## src/rtl/multi_ctrl_pkg.sv

```systemverilog
// Shared types for the multi-control pipe blocks: lane count, lane mask and
// the arbiter burst-lock state.
package multi_ctrl_pkg;

  localparam int MC_LANE_N = 2;

  typedef logic [MC_LANE_N-1:0] mc_lane_mask_t;

  typedef enum logic {
    MC_ARB_OPEN,
    MC_ARB_LOCKED
  } mc_arb_lock_e;

endpackage

```

## src/rtl/mc_rr_arb.sv

```systemverilog
// Combinational round-robin picker: first set request found searching upward
// from ptr_i (wrapping), returned as one-hot grant plus index.
module mc_rr_arb #(
  parameter int REQ_N = 4
) (
  input  logic [REQ_N-1:0]         req_i,
  input  logic [$clog2(REQ_N)-1:0] ptr_i,
  output logic [REQ_N-1:0]         gnt_o,
  output logic [$clog2(REQ_N)-1:0] idx_o,
  output logic                     vld_o
);

  localparam int IDX_W = $clog2(REQ_N);

  logic [IDX_W-1:0] pos;

  always_comb begin
    gnt_o = '0;
    idx_o = '0;
    vld_o = 1'b0;
    pos   = '0;
    for (int unsigned k = 0; k < REQ_N; k++) begin
      pos = IDX_W'((32'(ptr_i) + k) % REQ_N);
      if (!vld_o && req_i[pos]) begin
        gnt_o[pos] = 1'b1;
        idx_o      = pos;
        vld_o      = 1'b1;
      end
    end
  end

endmodule

```

## src/rtl/multi_ctrl_mcast_arb.sv

```systemverilog
// Round-robin arbiter feeding one 2-lane multicast pipe channel; holds each
// beat until every addressed lane handshakes. Optional MCAST_ARB_BURST_LOCK_EN.
module multi_ctrl_mcast_arb
  import multi_ctrl_pkg::*;
#(
  parameter int REQ_N  = 4,
  parameter int DATA_W = 256
) (
  input  logic                       clk,
  input  logic                       rst_n,
  input  logic [REQ_N-1:0]           req_valid_in,
  input  logic [REQ_N*DATA_W-1:0]    req_data_in,
  input  logic [REQ_N*MC_LANE_N-1:0] req_dest_in,
`ifdef MCAST_ARB_BURST_LOCK_EN
  input  logic [REQ_N-1:0]           req_last_in,
`endif
  output logic [REQ_N-1:0]           req_ready_out,
  output logic [MC_LANE_N-1:0]       b_valid_out,
  output logic [DATA_W-1:0]          b_data_out,
  input  logic [MC_LANE_N-1:0]       b_ready_in,
  output logic [$clog2(REQ_N)-1:0]   grant_id_out
);

  localparam int IDX_W = $clog2(REQ_N);

  mc_lane_mask_t     pend_q, pend_d, drain, win_dest;
  logic [DATA_W-1:0] data_q, data_d;
  logic [IDX_W-1:0]  gid_q, gid_d, rr_q, rr_d, win_idx, rr_next;
  logic [REQ_N-1:0]  elig, win_oh;
  logic              win_vld, free, capture;

  assign drain   = pend_q & b_ready_in;
  assign free    = (pend_q & ~drain) == '0;
  assign capture = free & win_vld;

`ifdef MCAST_ARB_BURST_LOCK_EN
  mc_arb_lock_e     lock_q, lock_d;
  logic [IDX_W-1:0] lock_id_q, lock_id_d;

  assign elig = (lock_q == MC_ARB_LOCKED) ? (req_valid_in & (REQ_N'(1) << lock_id_q))
                                          : req_valid_in;
`else
  assign elig = req_valid_in;
`endif

  mc_rr_arb #(.REQ_N(REQ_N)) u_rr_arb (
    .req_i (elig),
    .ptr_i (rr_q),
    .gnt_o (win_oh),
    .idx_o (win_idx),
    .vld_o (win_vld)
  );

  assign req_ready_out = capture ? win_oh : '0;
  assign win_dest      = req_dest_in[win_idx*MC_LANE_N +: MC_LANE_N];
  assign rr_next       = (win_idx == IDX_W'(REQ_N-1)) ? '0 : win_idx + 1'b1;

  // Capture reloads pend outright: free guarantees nothing is left to merge.
  always_comb begin
    pend_d = pend_q & ~drain;
    data_d = data_q;
    gid_d  = gid_q;
    rr_d   = rr_q;
`ifdef MCAST_ARB_BURST_LOCK_EN
    lock_d    = lock_q;
    lock_id_d = lock_id_q;
`endif
    if (capture) begin
      pend_d = win_dest;
      data_d = req_data_in[win_idx*DATA_W +: DATA_W];
      gid_d  = win_idx;
`ifdef MCAST_ARB_BURST_LOCK_EN
      if (req_last_in[win_idx]) begin
        lock_d = MC_ARB_OPEN;
        rr_d   = rr_next;
      end else begin
        lock_d    = MC_ARB_LOCKED;
        lock_id_d = win_idx;
      end
`else
      rr_d = rr_next;
`endif
    end
  end

  always_ff @(posedge clk or negedge rst_n) begin
    if (!rst_n) begin
      pend_q <= '0;
      data_q <= '0;
      gid_q  <= '0;
      rr_q   <= '0;
`ifdef MCAST_ARB_BURST_LOCK_EN
      lock_q    <= MC_ARB_OPEN;
      lock_id_q <= '0;
`endif
    end else begin
      pend_q <= pend_d;
      data_q <= data_d;
      gid_q  <= gid_d;
      rr_q   <= rr_d;
`ifdef MCAST_ARB_BURST_LOCK_EN
      lock_q    <= lock_d;
      lock_id_q <= lock_id_d;
`endif
    end
  end

  assign b_valid_out  = pend_q;
  assign b_data_out   = data_q;
  assign grant_id_out = gid_q;

endmodule

```

## config.mk

```make
export PLATFORM = sky130hd
export DESIGN_NAME = multi_ctrl_mcast_arb
export DESIGN_NICKNAME = d
export VERILOG_FILES = /design/src/rtl/multi_ctrl_pkg.sv /design/src/rtl/mc_rr_arb.sv /design/src/rtl/multi_ctrl_mcast_arb.sv
export SDC_FILE = /design/constraint.sdc
export NUM_CORES = 1
export LEC_CHECK = 0
export CORE_AREA = 2 2 502 504
export CTS_BUF_LIST = sky130_fd_sc_hd__clkbuf_4 sky130_fd_sc_hd__clkbuf_8 sky130_fd_sc_hd__clkbuf_16
export CTS_CLUSTER_DIAMETER = 30
export CTS_CLUSTER_SIZE = 10
export DETAILED_ROUTE_END_ITERATION = 7
export DIE_AREA = 0 0 504 506
export GPL_TIMING_DRIVEN = 1
export PLACE_DENSITY = 0.3
export SETUP_SLACK_MARGIN = 0.2
export SYNTH_ARGS = -nofsm -noshare
export SYNTH_HDL_FRONTEND = slang
export SYNTH_SLANG_ARGS = --single-unit
export TNS_END_PERCENT = 1
```

## constraint.sdc

```tcl
create_clock -name clk -period 3.7 [get_ports clk]
set_clock_uncertainty 0.2 [all_clocks]
set_input_delay 0.555 -clock clk [delete_from_list [all_inputs] [get_ports clk]]
set_output_delay 0.555 -clock clk [all_outputs]
set_load 0.02 [all_outputs]
```

==> results.yml <==
cells_and_area:
  drive_gt1_share_pct: 16.08
  instances_no_fill: 6465
  postLayoutCoreUtil_pct: 15.81
  area_growth_pct: 138.4
  design_area_um2: 39530
  layout.nets: 4033
synthesis:
  ys_ff_latch: 262
  synth.net_count: 2563
  synth_ff_type: "dfrtp_1"
  synthTopCellsByArea: "dfrtp_1 40%, mux2i_1 31%, o221ai_1 14%, nand2_1 5.9%, buf_12 2.7%"
  yosysSeqAreaShare_pct: 39.54
  netlist_instances: 1515
  yosysMostFrequentCell: "mux2i_1"
  synthTopCellsByCount: "518 x mux2i_1, 262 x dfrtp_1, 262 x nand2_1"
  synthArstFlopShare_pct: 100.0
  syn-mean-instance-area_um2: 10.94
  post_synth_num_cell_types: 38
  syn_area_um2: 16580
  yosys.area.top_type_share_pct: 39.54
  ys_warn_count: 0
  synth_area_leader_cell: "dfrtp_1"
  synth_edf_count: 0
critical_path:
  critPathSlowestCell: "or4b_4"
  worstSetupStartpoint: "rr_q[0]"
  crit_fanout: 3
  max_stage_delay_ns: 0.51
  crit_path_end_kind: "output port"
  path_common_cell: "buf_6"
  r2r-start: "rr_q[0]"
  worstSetupStartpointType: "flip-flop"
  path_class: "flip-flop to output port"
  arrival_ns: 3.04
  cp.required_ns: 2.94
  path_cells: "inv_2 -> ha_4 -> or3_4 -> or4b_4 -> nand3_4 -> buf_6 -> a221oi_2 -> nor2_1 -> buf_4 -> buf_6"
grt:
  grt_pass1_vias: 21618
  grt_max_degree: 61
  grt_remaining_overflow: 0
  antenna_found_initial: 152
  grt_usage_pct: 13.45
  grt_pass1_wl_um: 226100
timing:
  finalWorstSetupSlack_ns: -0.09677
  rsz0062_at_grt: "yes"
  setup_violations: 4
  period_minus_slack_ns: 3.797
  period_share_pct: 102.6
  tns_ns: -0.2974
  finalHoldViolCount: 0
  tightest_slew_ns: 0.7693
  fmax_mhz: 263.4
  maxSlewViolCount: 0
  slew_headroom_pct: 48.71
die:
  die_x_um: 504
  design.core.area_um2: 250000
  fp-row-count: 184
  initial_core_util_pct: 6.632
  dieArea_um2: 255000
  die_h_um: 506
  num_io_pins: 1304
drt:
  first_pass_iters: 5
  num_vias: 20257
  route.detailed.drc: 0
  vias_per_cell: 3.133
  wl_um: 177600
  drt_iter0_markers: 994
  ant_nets: 0
  wl_per_cell_um: 27.48
placement:
  hpwl_um: 152600
  gp_congestion: 0.8866
  dpl_cell_area_um2: 34790
  dp.cells: 6211
  io_buffers: 1303
clocking:
  cts_buffer_depth: 3
  root_buffer: "clkbuf_16"
  h-tree-depth: 3
  cts_buffers: 117
  clock_latency_ns: 0.72
  path_clk_slew_ns: 0.04
  cts_tree: "done"
  cts.sinks: 262
flow_run:
  drv_cap: 0
power:
  cellPowerDensity_nw_per_um2: 943.3
  leakagePower_uw: 0.01545
  finalPower_uw: 37290
  vdd_drop_max_v: 0.0005044
run_status:
  violations: "setup timing"
  outcome: "finished, violations left"
worst_hold_path:
  hold_path.class: "primary input to async pin"
-- cells by family after synthesis --
logic type | count (synthesis) | synth area share, %
compound gates | 280 | 14.65
fa+ha+maj | 8 | 0.6037
buf+inv | 152 | 6.550
flops | 262 | 39.54
mux | 522 | 31.75
simple gates | 291 | 6.912
-- report_power, final --
| part | switching (µW) | internal [µW] | total [µW] |
|---|---|---|---|
| Clock | 2790 | 6930 | 9720 |
| Combinational | 11700 | 10500 | 22200 |
| Sequential | 958 | 4440 | 5400 |
| Total | 15400 | 21900 | 37300 |
-- worst paths after layout --
| check | end | slack [ns] | cells past startpoint |
|---|---|---|---|
| max in group asynchronous | b_data_out[68] | 2.08 | 3 |
| min reg2reg | b_data_out[12] | 0.28 | 2 |
| max reg2reg | b_data_out[62] | -0.03 | 11 |
| min in group clk | b_data_out[12] | 0.28 | 2 |
| min | b_data_out[99] | 0.22 | 2 |
| max | req_ready_out[1] | -0.1 | 10 |
-- flip-flops by register name (all words and copies together), names as in the netlist --
register      count
grant_id_out      2
b_data_out      256
b_valid_out       2
rr_q              2
-- placed cells by master (no fill, tap or decap), drive strengths merged, types with 2 or more instances in the layout --
master         synthesis  routed
clkinv                 0       9
or3                    3       3
mux2i                518     518
nor2                  11      11
ha                     8       8
dfrtp                262     262
and2                   3       3
clkdlybuf4s50          0    1298
nand2b                 3       3
o21ai                  3       3
o211ai                 2       2
nand3                  2       2
clkbuf                82     205
inv                    2       6
nand2                263     263
mux4                   3       3
diode                  0      33
a211oi                 2       2
a22oi                  4       4
nor2b                  3       3
o221ai               257     257
a221oi                 5       5
buf                   68     202
-- final cells by class --
cell class,instances,area (µm²)
Multi-Input combinational cell,1101,9489
Clock buffer,205,3875
Fill cell,28194,210500
Timing Repair Buffer,1501,15190
Tap cell,3348,4189
Inverter,2,7.507
Sequential cell,262,6556
Antenna cell,33,82.58
Clock inverter,13,138.9
-- worst max-delay path, delay by kind of cell, from the launching register on --
family | cells | cell delay, ns
AO/OA/AOI/OAI | 1 | 0.05
adder cells (fa/ha/maj) | 1 | 0.21
buffers and inverters | 4 | 0.54
flip-flops | 1 | 0.40
AND/OR/NAND/NOR | 4 | 1.11
-- what timing repair did --
item | CTS | global route
buffers inserted | 1 | 1
endpoints found under the hold margin | 44 | 0
resized for setup | 40 | 82
pin swaps | 7 | 19
endpoints found under the setup margin | 69 | 89
hold buffers | 1 | 0
-- per-layer routing --
metal / global-route usage (%) / vias to the layer above / wire [µm]
li1: - / 8903 / -
met1: 14.66 / 9607 / 66460
met2: 22.55 / 1274 / 83500
met3: 7.280 / 371 / 21430
met4: 3.604 / 102 / 5606
met5: 0 / - / 644
-- through the flow --
stage | setup WS [ns] | hold slack (ns)
global route | -0.2560 | 0.2032
floorplan | 0.2357 | 0.05941
global placement | -0.5959 | 0.2685
detailed placement | -0.5733 | 0.2721
finish | -0.09677 | 0.2203
CTS | -0.2736 | 0.1865
Power figures use the tool's default switching activity.
